<file path="src/rtl/mul_arb_pkg.sv">
// Shared types and constants for the multiplier arbiter.
package mul_arb_pkg;

    localparam int unsigned OPERAND_W       = 32;
    localparam int unsigned PRODUCT_W       = 64;
    localparam int unsigned DEFAULT_TIMEOUT = 16;

    typedef enum logic [1:0] {
        IDLE,
        ISSUE,
        WAIT,
        RESP
    } mul_arb_state_t;

endpackage

</file>
<file path="src/rtl/mul_arbiter_rr_arbiter.sv">
// Combinational round-robin pick: search from last+1 upward, wrapping.
module rr_arbiter #(
    parameter int unsigned N_REQ = 4,
    parameter int unsigned ID_W  = $clog2(N_REQ)
) (
    input  logic [N_REQ-1:0] req,
    input  logic [ID_W-1:0]  last,
    output logic [N_REQ-1:0] grant,
    output logic [ID_W-1:0]  grant_id
);

    logic        found;
    int unsigned idx;

    // First requester after the previous winner takes the grant.
    always_comb begin
        grant    = '0;
        grant_id = '0;
        found    = 1'b0;
        idx      = 0;
        for (int unsigned i = 1; i <= N_REQ; i++) begin
            idx = (32'(last) + i) % N_REQ;
            if (!found && req[idx]) begin
                found      = 1'b1;
                grant[idx] = 1'b1;
                grant_id   = ID_W'(idx);
            end
        end
    end

endmodule

</file>
<file path="src/rtl/mul_arbiter.sv">
// Shares one sequential multiplier between N_REQ requesters, one operation
// in flight, results returned on a common channel tagged with requester ID.
// Optional feature: define MUL_ARB_TIMEOUT_EN to bound the WAIT state to
// TIMEOUT cycles and flag expired operations with resp_err.
module mul_arbiter
    import mul_arb_pkg::*;
#(
    parameter int unsigned N_REQ   = 4,
    parameter int unsigned ID_W    = $clog2(N_REQ),
    parameter int unsigned TIMEOUT = DEFAULT_TIMEOUT
) (
    input  logic                                clk,
    input  logic                                reset,
    input  logic [N_REQ-1:0]                    req_valid,
    input  logic [N_REQ-1:0][OPERAND_W-1:0]     req_a,
    input  logic [N_REQ-1:0][OPERAND_W-1:0]     req_b,
    output logic [N_REQ-1:0]                    req_ready,
    output logic                                resp_valid,
    input  logic                                resp_ready,
    output logic [ID_W-1:0]                     resp_id,
    output logic [PRODUCT_W-1:0]                resp_r,
    output logic                                resp_err,
    output logic                                busy,
    output logic                                mul_valid_in,
    output logic [OPERAND_W-1:0]                mul_a,
    output logic [OPERAND_W-1:0]                mul_b,
    input  logic                                mul_valid_out,
    input  logic [PRODUCT_W-1:0]                mul_r
);

    // Elaboration-time parameter sanity; the timeout counter is 5 bits wide.
    if (N_REQ < 2 || N_REQ > 8) begin : g_bad_n_req
        $error("mul_arbiter: N_REQ must be within 2..8");
    end
    if (TIMEOUT < 1 || TIMEOUT > 31) begin : g_bad_timeout
        $error("mul_arbiter: TIMEOUT must be within 1..31");
    end

    mul_arb_state_t   state;
    logic [ID_W-1:0]  last;
    logic [N_REQ-1:0] grant;
    logic [ID_W-1:0]  grant_id;
    // The multiplier's valid_out may still be high from the previous run here.
    logic             first_wait;

`ifdef MUL_ARB_TIMEOUT_EN
    logic [4:0]       tmo_cnt;
`else
    assign resp_err = 1'b0;
`endif

    rr_arbiter #(
        .N_REQ (N_REQ),
        .ID_W  (ID_W)
    ) u_rr (
        .req      (req_valid),
        .last     (last),
        .grant    (grant),
        .grant_id (grant_id)
    );

    assign req_ready    = (state == IDLE && !reset) ? grant : '0;
    assign mul_valid_in = (state == ISSUE);
    assign resp_valid   = (state == RESP);
    assign busy         = (state != IDLE);

    // Control FSM plus operand and response registers.
    always_ff @(posedge clk or posedge reset) begin
        if (reset) begin
            state      <= IDLE;
            last       <= ID_W'(N_REQ - 1);
            mul_a      <= '0;
            mul_b      <= '0;
            resp_id    <= '0;
            resp_r     <= '0;
            first_wait <= 1'b0;
`ifdef MUL_ARB_TIMEOUT_EN
            resp_err   <= 1'b0;
            tmo_cnt    <= '0;
`endif
        end else begin
            unique case (state)
                IDLE: begin
                    if (|req_valid) begin
                        mul_a   <= req_a[grant_id];
                        mul_b   <= req_b[grant_id];
                        resp_id <= grant_id;
                        last    <= grant_id;
                        state   <= ISSUE;
                    end
                end
                ISSUE: begin
                    first_wait <= 1'b1;
`ifdef MUL_ARB_TIMEOUT_EN
                    tmo_cnt    <= '0;
`endif
                    state      <= WAIT;
                end
                WAIT: begin
                    first_wait <= 1'b0;
                    if (!first_wait && mul_valid_out) begin
                        resp_r   <= mul_r;
`ifdef MUL_ARB_TIMEOUT_EN
                        resp_err <= 1'b0;
`endif
                        state    <= RESP;
                    end
`ifdef MUL_ARB_TIMEOUT_EN
                    else if (tmo_cnt == 5'(TIMEOUT - 1)) begin
                        resp_r   <= '0;
                        resp_err <= 1'b1;
                        state    <= RESP;
                    end else begin
                        tmo_cnt  <= tmo_cnt + 5'd1;
                    end
`endif
                end
                RESP: begin
                    if (resp_ready) begin
                        state <= IDLE;
                    end
                end
                default: state <= IDLE;
            endcase
        end
    end

endmodule

</file>
<file path="config.mk">
export PLATFORM = sky130hd
export DESIGN_NAME = mul_arbiter
export DESIGN_NICKNAME = d
export VERILOG_FILES = /design/src/rtl/mul_arb_pkg.sv /design/src/rtl/mul_arbiter_rr_arbiter.sv /design/src/rtl/mul_arbiter.sv
export SDC_FILE = /design/constraint.sdc
export NUM_CORES = 1
export LEC_CHECK = 0
export BUFFER_PORTS_ARGS = -buffer_cell sky130_fd_sc_hd__buf_4
export CAP_MARGIN = 0
export CORE_AREA = 10 10 174 176
export CTS_CLUSTER_SIZE = 10
export DETAILED_ROUTE_END_ITERATION = 16
export DIE_AREA = 0 0 184 186
export PLACE_DENSITY_LB_ADDON = 0.1
export SLEW_MARGIN = 40
export SYNTH_ARGS = -nofsm -noshare
export SYNTH_HDL_FRONTEND = slang
export SYNTH_SLANG_ARGS = --single-unit
</file>
<file path="constraint.sdc">
create_clock -name clk -period 11.65 [get_ports clk]
set_input_delay 1.165 -clock clk [delete_from_list [all_inputs] [get_ports clk]]
set_output_delay 1.165 -clock clk [all_outputs]
set_load 0.1 [all_outputs]
</file>
# After elaboration in Yosys (flattened, before gate mapping)
# Cells that the tools add are included.
[totals]
register_bits = 135
inputBits = 328
out_inout_bits = 138
elab_cells = 87
[classes]
n_addsub = 4
magnitude_cmp = 9
n_eq_ne = 6
n_mux = 37
bitwise = 3
n_reduce_logical = 21
[op_table]
columns = ["op", "n"]
rows = [
  ["32-bit binary-select mux with 2-bit select", 2],
  ["32-bit 2-to-1 mux", 2],
  ["4-bit 2-to-1 mux", 5],
  ["2-bit by 3-bit less-than comparator with 1-bit output (second input constant)", 5],
  ["2-bit 2-to-1 mux", 7],
  ["4-bit OR", 3],
  ["1-bit 2-to-1 mux", 11],
  ["1-bit logical AND", 9],
  ["1-bit binary-select mux with 2-bit select", 4],
  ["1-bit demux with 2-bit select", 4],
  ["2-bit by 1-bit >= comparator with 1-bit output (second input constant)", 4],
  ["2-bit case mux with 4 select lines", 1],
  ["1-bit logical NOT", 5],
  ["2-bit by 1-bit adder with 2-bit output (second input constant)", 2],
  ["2-bit adder (second input constant)", 2],
  ["2-bit == test (second input constant)", 2],
  ["2-bit by 1-bit != test with 1-bit output (second input constant)", 2],
  ["2-bit AND reduction", 2],
  ["2-bit nonzero test", 2],
  ["4-bit OR reduction", 1],
  ["3-bit AND reduction", 1],
  ["2-bit by 1-bit == test with 1-bit output (second input constant)", 1],
  ["2-bit logical NOT", 1],
  ["2-bit != test (second input constant)", 1],
  ["1-bit case mux with 2 select lines", 1],
]

# Logic depth before layout (Yosys ltp)
# Gate-level depths: netlist (run 1).
[depth]
word_depth = 15
ltp_mapped = 12
mapped_depth_nobuf = 8

# By module
# A second synthesis (run 1) with hierarchy kept.
[unflattened]
hier_cells = 442
hier_area_um2 = 7161.9
[modules_own_cells]
columns = ["mod", "n_inst", "cells_per_inst", "area_per_inst_um2", "seq_area_each_um2"]
rows = [
  ["mul_arbiter", 1, 383, 6671.4, 3380.7],
  ["rr_arbiter", 1, 59, 490.5, 0.0],
]

# Worst setup path before layout (run 1)
# OpenSTA, ideal clock, no wires.
[synth_path]
kind = "input port to output port"
startpoint = "in reset"
endpoint = "out req_ready[0]"
t_arrival_ns = 5.825
t_required_ns = 10.485
path_slack_ns = 4.660
stages = 3
n_path_buf = 0
cell_sequence = "inv_1 -> nand2_1 -> nor2_1"
[synth_between]
elab_chain_cells = 3
[synth_lines]
columns = ["element", "line", "text"]
rows = [
  ["start, declared", "mul_arbiter.sv:13", "input logic reset,"],
  ["1-bit logical NOT (no line)", "-", ""],
  ["1-bit logical AND", "mul_arbiter.sv:62", "assign req_ready = (state == IDLE && !reset) ? grant : '0;"],
  ["4-bit 2-to-1 mux", "mul_arbiter.sv:62", ""],
  ["end, declared", "mul_arbiter.sv:17", "output logic [N_REQ-1:0] req_ready,"],
]
# No other way between the ends.

# Final worst setup path (run 1)
[layout_path]
startpoint = "reg last[0]"
endpoint = "reg mul_b[16]"
[layout_between]
elab_chain_cells = 15
elab_cells_between_ends = 27
classes_between = "4 x add/sub; 17 x mux; 6 x reduce/logical"
[layout_lines]
columns = ["element", "line", "text"]
rows = [
  ["start, declared", "mul_arbiter.sv:40", "logic [ID_W-1:0] last;"],
  ["start signal, assigned", "mul_arbiter.sv:71", "last <= ID_W'(N_REQ - 1);"],
  ["start signal, assigned", "mul_arbiter.sv:88", "last <= grant_id;"],
  ["2-bit by 1-bit adder with 2-bit output", "mul_arbiter_rr_arbiter.sv:22", "idx = (32'(last) + i) % N_REQ;"],
  ["1-bit binary-select mux with 2-bit select", "mul_arbiter_rr_arbiter.sv:23", "if (!found && req[idx]) begin"],
  ["1-bit 2-to-1 mux (implied by the code)", "mul_arbiter_rr_arbiter.sv:23", ""],
  ["1-bit 2-to-1 mux", "mul_arbiter_rr_arbiter.sv:23", ""],
  ["1-bit logical NOT", "mul_arbiter_rr_arbiter.sv:23", ""],
  ["1-bit logical AND", "mul_arbiter_rr_arbiter.sv:23", ""],
  ["1-bit 2-to-1 mux", "mul_arbiter_rr_arbiter.sv:23", ""],
  ["1-bit logical NOT", "mul_arbiter_rr_arbiter.sv:23", ""],
  ["1-bit logical AND", "mul_arbiter_rr_arbiter.sv:23", ""],
  ["1-bit 2-to-1 mux", "mul_arbiter_rr_arbiter.sv:23", ""],
  ["1-bit logical NOT", "mul_arbiter_rr_arbiter.sv:23", ""],
  ["1-bit logical AND", "mul_arbiter_rr_arbiter.sv:23", ""],
  ["2-bit 2-to-1 mux *", "mul_arbiter_rr_arbiter.sv:23", ""],
  ["32-bit binary-select mux with 2-bit select *", "mul_arbiter.sv:86", "mul_b <= req_b[grant_id];"],
  ["32-bit 2-to-1 mux (implied by the code) *", "mul_arbiter.sv:86", ""],
  ["end signal, assigned", "mul_arbiter.sv:86", ""],
  ["end, declared", "mul_arbiter.sv:26", "output logic [OPERAND_W-1:0] mul_b,"],
]
# Mark *: on every way between the ends. The rest lies on a longest branch, timed or not. The select of a mux whose other input is x is not followed.
# A chain may end at the register's enable or synchronous reset.

==> impl_results.md, run 1 <==
* Status: finished, final reports clean
* Asr flop ratio synth at 100%
* Netlist cell types at 41
* Clock latency on the worst-skew pair at 0.44 ns
* First-pass detailed-route iteration total at 4
* Final hold violation count at 0
* Syn-to-layout area delta at 59.6%
* Setup crit start kind: register
* DPL Wire Length at 25.2 mm
* Worst setup path start: last[0]
* Utilization after layout at 43.2%
* DRC viols at 0
* RR Endpoint: mul_b[16]
* TritonCTS buffer count at 17
* Fmax at 0.216 GHz
* Layout cells sized above 1 at 55.6%
* GRT Util Overall at 17.8%
* Die X at 184 um
* Critical path class: reg -> reg
* Post-route ant nets at 0
* Ranking of synthesized cells by area: dfrtp_1 46%, mux2i_1 18%, mux2_2 10%, o221ai_1 7.8%, nand2_1 3.9%
* Sequential area share after synthesis at 46.7%
* Die ar. at 34200 um^2
* Mapped Nets at 933
* Mapped cell area at 7230 um^2
* Setup WS post-layout at 7.01 ns
* Max-cap violations at 0
* DR vias/cell at 4.75
* Seq. cell area at 3380 um^2
* WL/cell at 22.8 um
* Vias in the first global route at 7288
* Crit share post-route at 39.8%
* Top FF cell, synth: dfrtp_1
* Slew @ Worst Pin at 0.749 ns
* Critical path data required time at 11.91 ns
* Antenna violations before repair at 0
* RSZ-0062 raised after global routing: false
* Row cnt at 60
* IO Pins at 466
* Clock Skews at 0.0189 ns
* Syn. warnings at 0
* Synth Instances at 593
* FF-to-FF setup slack at 7.01 ns
* Fin Hold WS at 0.490 ns
* Vias at 6625
* Root Driver: clkbuf_16
* Fillers at 2607
* Synthesized area per cell at 12.2 um^2
* Post-CTS Resized at 0
* Post-CTS Hold Buffers at 0
* FF-to-FF Start: last[0]
* Final min period at 4.64 ns
* Post-synth top cells: 133 x dfrtp_1, 132 x mux2i_1, 75 x nand2_1
* CP Max Fanout at 61
* Final Max Tran Viols at 0
* Critical Path AT at 4.90 ns
* EDFF count, synth at 0
* Initial DRC count at 316
* Pre-CTS setup slack at 6.99 ns
* GPL Wtd Cong at 0.770
* Area fraction of the dominant cell type after synthesis at 46.0%
* Global-route wire length before repair at 45.8 mm
* #FFs+latches synth at 135
* Largest net degree at the start of global routing at 72
* Worst Hold End: resp_id[0]
* Hold/Removal Path Class: reg -> reg
* Die H at 186 um
* Multi-input combinational cell area at 3470 um^2
* IO Port Bufs at 464
* NumNets Final at 1380
* Setup TNS at 0 ns
* WHS Path Cells at 2
* Worst setup EP type: register
* Rel. slew slack at 50.1%
* Hold wc startpoint: resp_id[0]
* Most frequent cell after synthesis: dfrtp_1
* Number of diodes at 0
* WL final at 31.9 mm
* Setup violators final at 0
* GR Overflow Total at 0
* Clk sinks at 135
* Reg clk slew, reported paths at 0.07 ns
* Cell taking the most area after synthesis: dfrtp_1
* Setup Buffers After CTS at 0
* H-tree depth at 4
* Initial Util at 27.1%
* CTS tree: built
* Clk buf depth at 2
* Core footprint at 26700 um^2
* Worst r2r path cells at 10
==> cells in the final DEF, fill, tap and decap left out, types with 2 or more instances in the layout <==
| cell | synthesis | routed |
|---|---|---|
| a221oi_1 | 5 | 5 |
| a22oi_1 | 4 | 4 |
| buf_12 | 0 | 2 |
| buf_4 | 2 | 468 |
| buf_6 | 5 | 5 |
| clkbuf_16 | 0 | 17 |
| clkinv_8 | 0 | 5 |
| dfrtp_1 | 133 | 133 |
| dfstp_2 | 2 | 2 |
| ha_1 | 12 | 12 |
| inv_1 | 11 | 10 |
| inv_6 | 0 | 5 |
| inv_8 | 0 | 5 |
| mux2_2 | 64 | 64 |
| mux2i_1 | 132 | 132 |
| mux4_2 | 3 | 3 |
| nand2_1 | 75 | 75 |
| nand3b_1 | 2 | 2 |
| nor2_1 | 12 | 12 |
| nor2b_1 | 2 | 2 |
| o21ai_0 | 4 | 4 |
| o221ai_1 | 64 | 64 |
==> kinds of logic after synthesis <==
logic type / count (synthesis) / share of synthesized area (%)
adder cells (fa/ha/maj): 12 / 2.08
AO/OA/AOI/OAI: 89 / 10.6
AND/OR/NAND/NOR: 98 / 5.69
flip-flops: 135 / 46.7
multiplexers: 199 / 29.2
buffers and inverters: 58 / 5.50
XOR/XNOR: 1 / 0.121
other: 1 / 0.0519
==> worst max-delay path, cell delays in order (launching register included) <==
cell and delay (ns):
dfstp_2 0.71, inv_1 0.20, ha_1 0.51, mux4_2 0.39, nor2b_4 0.18, nor2_4 0.12, a2bb2oi_4 0.55, buf_6 0.63
buf_6 0.66, mux2i_1 0.27, o221ai_1 0.13
==> how the worst max path moves through the flow <==
| stage | endpoint | cells after the start |
|---|---|---|
| after floorplan | req_ready[0] | 3 |
| after global placement | mul_b[28] | 8 |
| after detailed placement | mul_a[0] | 8 |
| after CTS | mul_a[0] | 10 |
| after global routing | mul_b[31] | 10 |
| final | mul_b[16] | 10 |
==> state kept, by name, summed over array words and instances, names as in the netlist <==
| register | count |
|---|---|
| last | 2 |
| first_wait | 1 |
| resp_id | 2 |
| state | 2 |
| mul_a | 32 |
| resp_r | 64 |
| mul_b | 32 |
==> routing by layer <==
layer  wire length (um)  global-route usage [%]  vias to the layer above
li1                   -                       -                     3097
met5                  0                       0                        -
met4                457                    4.49                        0
met3               3730                    9.11                       25
met2              16400                    31.3                      298
met1              11200                    18.4                     3205
==> layout make-up <==
cell class	count	area share (%)
Sequential cell	135	29.3
Clock inverter	15	1.56
Tap cell	341	3.70
Clock buffer	17	3.69
Multi-Input combinational cell	400	30.1
Timing Repair Buffer	475	31.3
Inverter	11	0.401
==> metrics by stage <==
stage | cell area, um^2 | cells
floorplan | 7230 | 593
global placement | 10900 | 1358
detailed placement | 10900 | 1362
CTS | 11500 | 1394
global route | 11500 | 1394
finish | 11500 | 1394
Power of run 1 is not shown: default switching activity piles up to over one toggle a cycle in this logic, so the estimate is an artifact.
==> run 2, diff against run 1 <==
==> constraint.sdc (replaced) <==
create_clock -name clk -period 4 [get_ports clk]
set_input_delay 0.4 -clock clk [delete_from_list [all_inputs] [get_ports clk]]
set_output_delay 0.4 -clock clk [all_outputs]
set_load 0.1 [all_outputs]
==> impl_results.md, run 2 (synthesis gave the netlist of run 1 again) <==
* Status: finished, final reports clean
* H-tree depth at 4
* Crit path largest cell delay at 0.53 ns
* Fmax at 0.285 GHz
* First-pass detailed-route iteration total at 4
* Syn-to-layout area delta at 60.6%
* DPL Wire Length at 25.7 mm
* Post-route ant nets at 0
* Commonest cells after routing, fill and taps aside: 471 x buf_4, 133 x dfrtp_1, 132 x mux2i_1
* Critical path class: reg -> out
* Clock Skews at 0.0144 ns
* Hold/Removal Path Class: in -> reg
* Slew @ Worst Pin at 0.789 ns
* WL/cell at 23.3 um
* Max-cap violations at 0
* Vias at 6604
* CP Max Fanout at 10
* Post-CTS Hold Buffers at 0
* Rel. slew slack at 47.3%
* Final Max Tran Viols at 0
* CP most frequent cell: nor2_1
* Critical path's slowest cell: dfstp_2
* Leading cell type in the layout, fill and taps excluded: buf_4
* Core footprint at 26700 um^2
* Multi-input combinational cell area at 3460 um^2
* Global-route wire length before repair at 46.7 mm
* Final hold violation count at 0
* Clk sinks at 135
* DR vias/cell at 4.72
* Die H at 186 um
* NumNets Final at 1383
* GRT Util Overall at 18.2%
* DRC viols at 0
* Seq. cell area at 3380 um^2
* Crit share post-route at 87.7%
* Clock latency on the worst-skew pair at 0.42 ns
* Vias in the first global route at 7371
* GPL Wtd Cong at 0.816
* Fillers at 2573
* Setup TNS at 0 ns
* WHS Path Cells at 2
* TritonCTS buffer count at 17
* Initial DRC count at 333
* Biggest regs: resp_r: 64 flops, mul_a: 32 flops, mul_b: 32 flops
* Root Driver: clkbuf_16
* Antenna violations before repair at 0
* IO Pins at 466
* Initial Util at 27.1%
* WL final at 32.6 mm
* Clk buf depth at 2
* Largest register by flop count: resp_r
* Layout cells sized above 1 at 55.7%
* Setup Buffers After CTS at 0
* IO Port Bufs at 464
* Critical Path AT at 3.11 ns
* GR Overflow Total at 0
* Final min period at 3.51 ns
* Die X at 184 um
* Largest net degree at the start of global routing at 69
* Worst setup EP type: output pin
* RSZ-0062 raised after global routing: false
* Post-CTS Resized at 0
* Die ar. at 34200 um^2
* Critical path data required time at 3.60 ns
* Max FFs per register at 64
* Reg clk slew, reported paths at 0.08 ns
* Worst-path cell chain: inv_1 > ha_1 > mux4_2 > nor2_1 > and3b_1 > a221oi_1 > nor2_1 > buf_4
* Setup violators final at 0
* Worst r2r path cells at 9
* CTS tree: built
* Row cnt at 60
* Setup crit start kind: register
run 2: changes by cell type in the layout (fill, tap and decap cells not counted), sizes merged:
cell / previous run / this run
clkinv: 5 / 10
inv: 20 / 15
buf: 475 / 478
diode: 0 / 1
run 2: layout make-up:
cell class,count,area share (%)
Sequential cell,135,29.1
Clock inverter,15,1.76
Antenna cell,1,0.0215
Timing Repair Buffer,478,31.6
Inverter,11,0.388
Clock buffer,17,3.66
Tap cell,341,3.67
Multi-Input combinational cell,400,29.8
run 2: through the flow:
step,std cells,hold WS (ns),utilization [%],setup slack [ns],area [um^2]
finish,1398,0.199,43.5,0.491,11600
detailed placement,1365,0.474,41.1,0.878,11000
global route,1397,0.168,43.4,0.289,11600
global placement,1364,0.470,41.0,0.962,11000
CTS,1397,0.175,43.4,0.505,11600
floorplan,593,0.497,-,0.151,7240
run 2: worst paths after layout:
| kind | from | endpoint | slack [ns] |
|---|---|---|---|
| hold / removal | mul_r[27] | resp_r[27] | 0.20 |
| setup / recovery | last[0] | req_ready[1] | 0.49 |
| setup reg to reg | last[0] | mul_a[6] | 0.85 |
| max in group asynchronous | reset | mul_a[7] | 3.24 |
| min in group asynchronous | reset | resp_r[34] | 0.25 |
| hold reg to reg | resp_id[1] | resp_id[1] | 0.49 |
run 2: worst max-delay path, delay by kind of cell, from the launching register on:
family / cells / cell delay, ns
compound gates: 1 / 0.10
mux: 1 / 0.48
fa+ha+maj: 1 / 0.48
buf+inv: 2 / 0.43
simple gates: 3 / 0.68
flops: 1 / 0.53
run 2: metal layers:
| layer | vias to the layer above | part of all wire, % | GRT usage (%) |
|---|---|---|---|
| li1 | 3115 | - | - |
| met1 | 3193 | 36 | 19.4 |
| met2 | 272 | 53 | 32.3 |
| met3 | 24 | 9.6 | 7.58 |
| met4 | 0 | 1.9 | 5.01 |
| met5 | - | 0 | 0 |
Power of run 2 is left out for the same reason.
==> run 3, diff against run 2 <==
--- a/config.mk
+++ b/config.mk
@@ -5,12 +5,13 @@
 export SDC_FILE = /design/constraint.sdc
 export NUM_CORES = 1
 export LEC_CHECK = 0
-export BUFFER_PORTS_ARGS = -buffer_cell sky130_fd_sc_hd__buf_4
 export CAP_MARGIN = 0
 export CORE_AREA = 10 10 174 176
 export CTS_CLUSTER_SIZE = 10
 export DETAILED_ROUTE_END_ITERATION = 16
 export DIE_AREA = 0 0 184 186
+export DONT_BUFFER_PORTS = 1
+export GPL_ROUTABILITY_DRIVEN = 0
 export PLACE_DENSITY_LB_ADDON = 0.1
 export SLEW_MARGIN = 40
 export SYNTH_ARGS = -nofsm -noshare
==> impl_results.md, run 3 (synthesis gave the netlist of run 1 again) <==
* Status: finished, final reports clean
* Largest net degree at the start of global routing at 87
* Rel. slew slack at 43.3%
* CP Max Fanout at 13
* Critical Path AT at 3.33 ns
* Gr busiest metal: met2
* Max FFs per register at 64
* Root Driver: clkbuf_16
* Max-cap violations at 0
* First-pass detailed-route iteration total at 4
* GR Overflow Total at 0
* DR vias/cell at 5.27
* WL/cell at 29.1 um
* Met3 Use GR at 7.72%
* Clk sinks at 135
* Largest register by flop count: resp_r
* Critical path data required time at 3.60 ns
* Hold/Removal Path Class: in -> reg
* Syn-to-layout area delta at 15.4%
* WHS Path Cells at 1
* Reg clk slew, reported paths at 0.08 ns
* Clk buf depth at 2
* DRC viols at 0
* Layout cells sized above 1 at 44.1%
* M2 GR Usage at 27.5%
* GRT Util Overall at 15.1%
* Worst setup EP type: output pin
* Biggest regs: resp_r: 64 flops, mul_a: 32 flops, mul_b: 32 flops
* Clock Skews at 0.0179 ns
* Setup violators final at 0
* Worst r2r path cells at 9
* Final min period at 3.73 ns
* Global-route wire length before repair at 38.7 mm
* TritonCTS buffer count at 17
* Die H at 186 um
* Slew @ Worst Pin at 0.849 ns
* Clock latency on the worst-skew pair at 0.43 ns
* Initial DRC count at 253
* WL final at 27.3 mm
* Crit share post-route at 93.2%
* DPL Wire Length at 21.8 mm
* Met1 Resource Use GR at 15.0%
* Vias at 4952
* Row cnt at 60
* H-tree depth at 4
* CTS tree: built
* Commonest cells after routing, fill and taps aside: 132 x mux2i_1, 129 x dfrtp_2, 75 x nand2_1
* Die ar. at 34200 um^2
* Final hold violation count at 0
* Setup TNS at 0 ns
* Leading cell type in the layout, fill and taps excluded: mux2i_1
* Antenna violations before repair at 3
* NumNets Final at 925
* RSZ-0062 raised after global routing: false
* Post-route ant nets at 0
* Critical path class: reg -> out
* Die X at 184 um
* Core footprint at 26700 um^2
* Vias in the first global route at 5665
* Setup crit start kind: register
* IO Port Bufs at 0
* Setup Buffers After CTS at 0
* Fillers at 2675
* Initial Util at 27.1%
* Fmax at 0.268 GHz
* IO Pins at 466
* Final Max Tran Viols at 0
==> run 3: per-layer routing <==
metal / up-vias / share of wire, % / wire [um]
li1: 2196 / - / -
met1: 2493 / 33 / 9160
met2: 244 / 55 / 15100
met3: 15 / 10 / 2860
met4: 4 / 0.83 / 228
met5: - / 0.14 / 38
==> run 3: layout make-up <==
class | count | area, um^2 | area share (%)
Antenna cell | 1 | 2.50 | 0.0300
Clock buffer | 17 | 425 | 5.10
Clock inverter | 15 | 199 | 2.38
Inverter | 11 | 45.0 | 0.540
Multi-Input combinational cell | 400 | 3480 | 41.7
Sequential cell | 135 | 3540 | 42.4
Tap cell | 341 | 427 | 5.11
Timing Repair Buffer | 20 | 225 | 2.70
==> run 3: worst max-delay path: stages, from the launching register on <==
cell      delay, ns
dfstp_2        0.73
inv_1          0.22
ha_2           0.47
mux4_2         0.46
nor2_1         0.24
and3b_1        0.26
a221oi_1       0.12
nor2_2         0.12
buf_4          0.30
==> run 3: worst paths after layout <==
path | slack, ns | to | start
hold / removal | 0.11 | resp_r[27] | mul_r[27]
setup reg to reg | 0.42 | mul_a[1] | last[0]
min in group asynchronous | 0.38 | resp_r[34] | reset
max in group asynchronous | 2.58 | mul_a[3] | reset
setup / recovery | 0.27 | req_ready[2] | last[0]
hold reg to reg | 0.58 | last[1] | last[1]
==> run 3: what timing repair did <==
action	4_1_cts	5_1_grt
gates resized for setup	0	1
hold buffers	1	0
endpoints found under the setup margin	0	1
endpoints found under the hold margin	9	0
==> run 3: per-stage QoR <==
stage / utilization, % / hold slack (ns) / setup slack (ns) / instances / instance area (um^2)
after floorplan: - / 0.497 / 0.151 / 593 / 7240
after global placement: 27.9 / 0.508 / 0.568 / 902 / 7450
after detailed placement: 28.8 / 0.227 / 0.465 / 906 / 7700
after CTS: 31.2 / 0.0893 / 0.206 / 939 / 8340
after global routing: 31.2 / 0.0813 / 0.0652 / 939 / 8340
final: 31.2 / 0.113 / 0.271 / 940 / 8350
Power of run 3 is left out for the same reason.
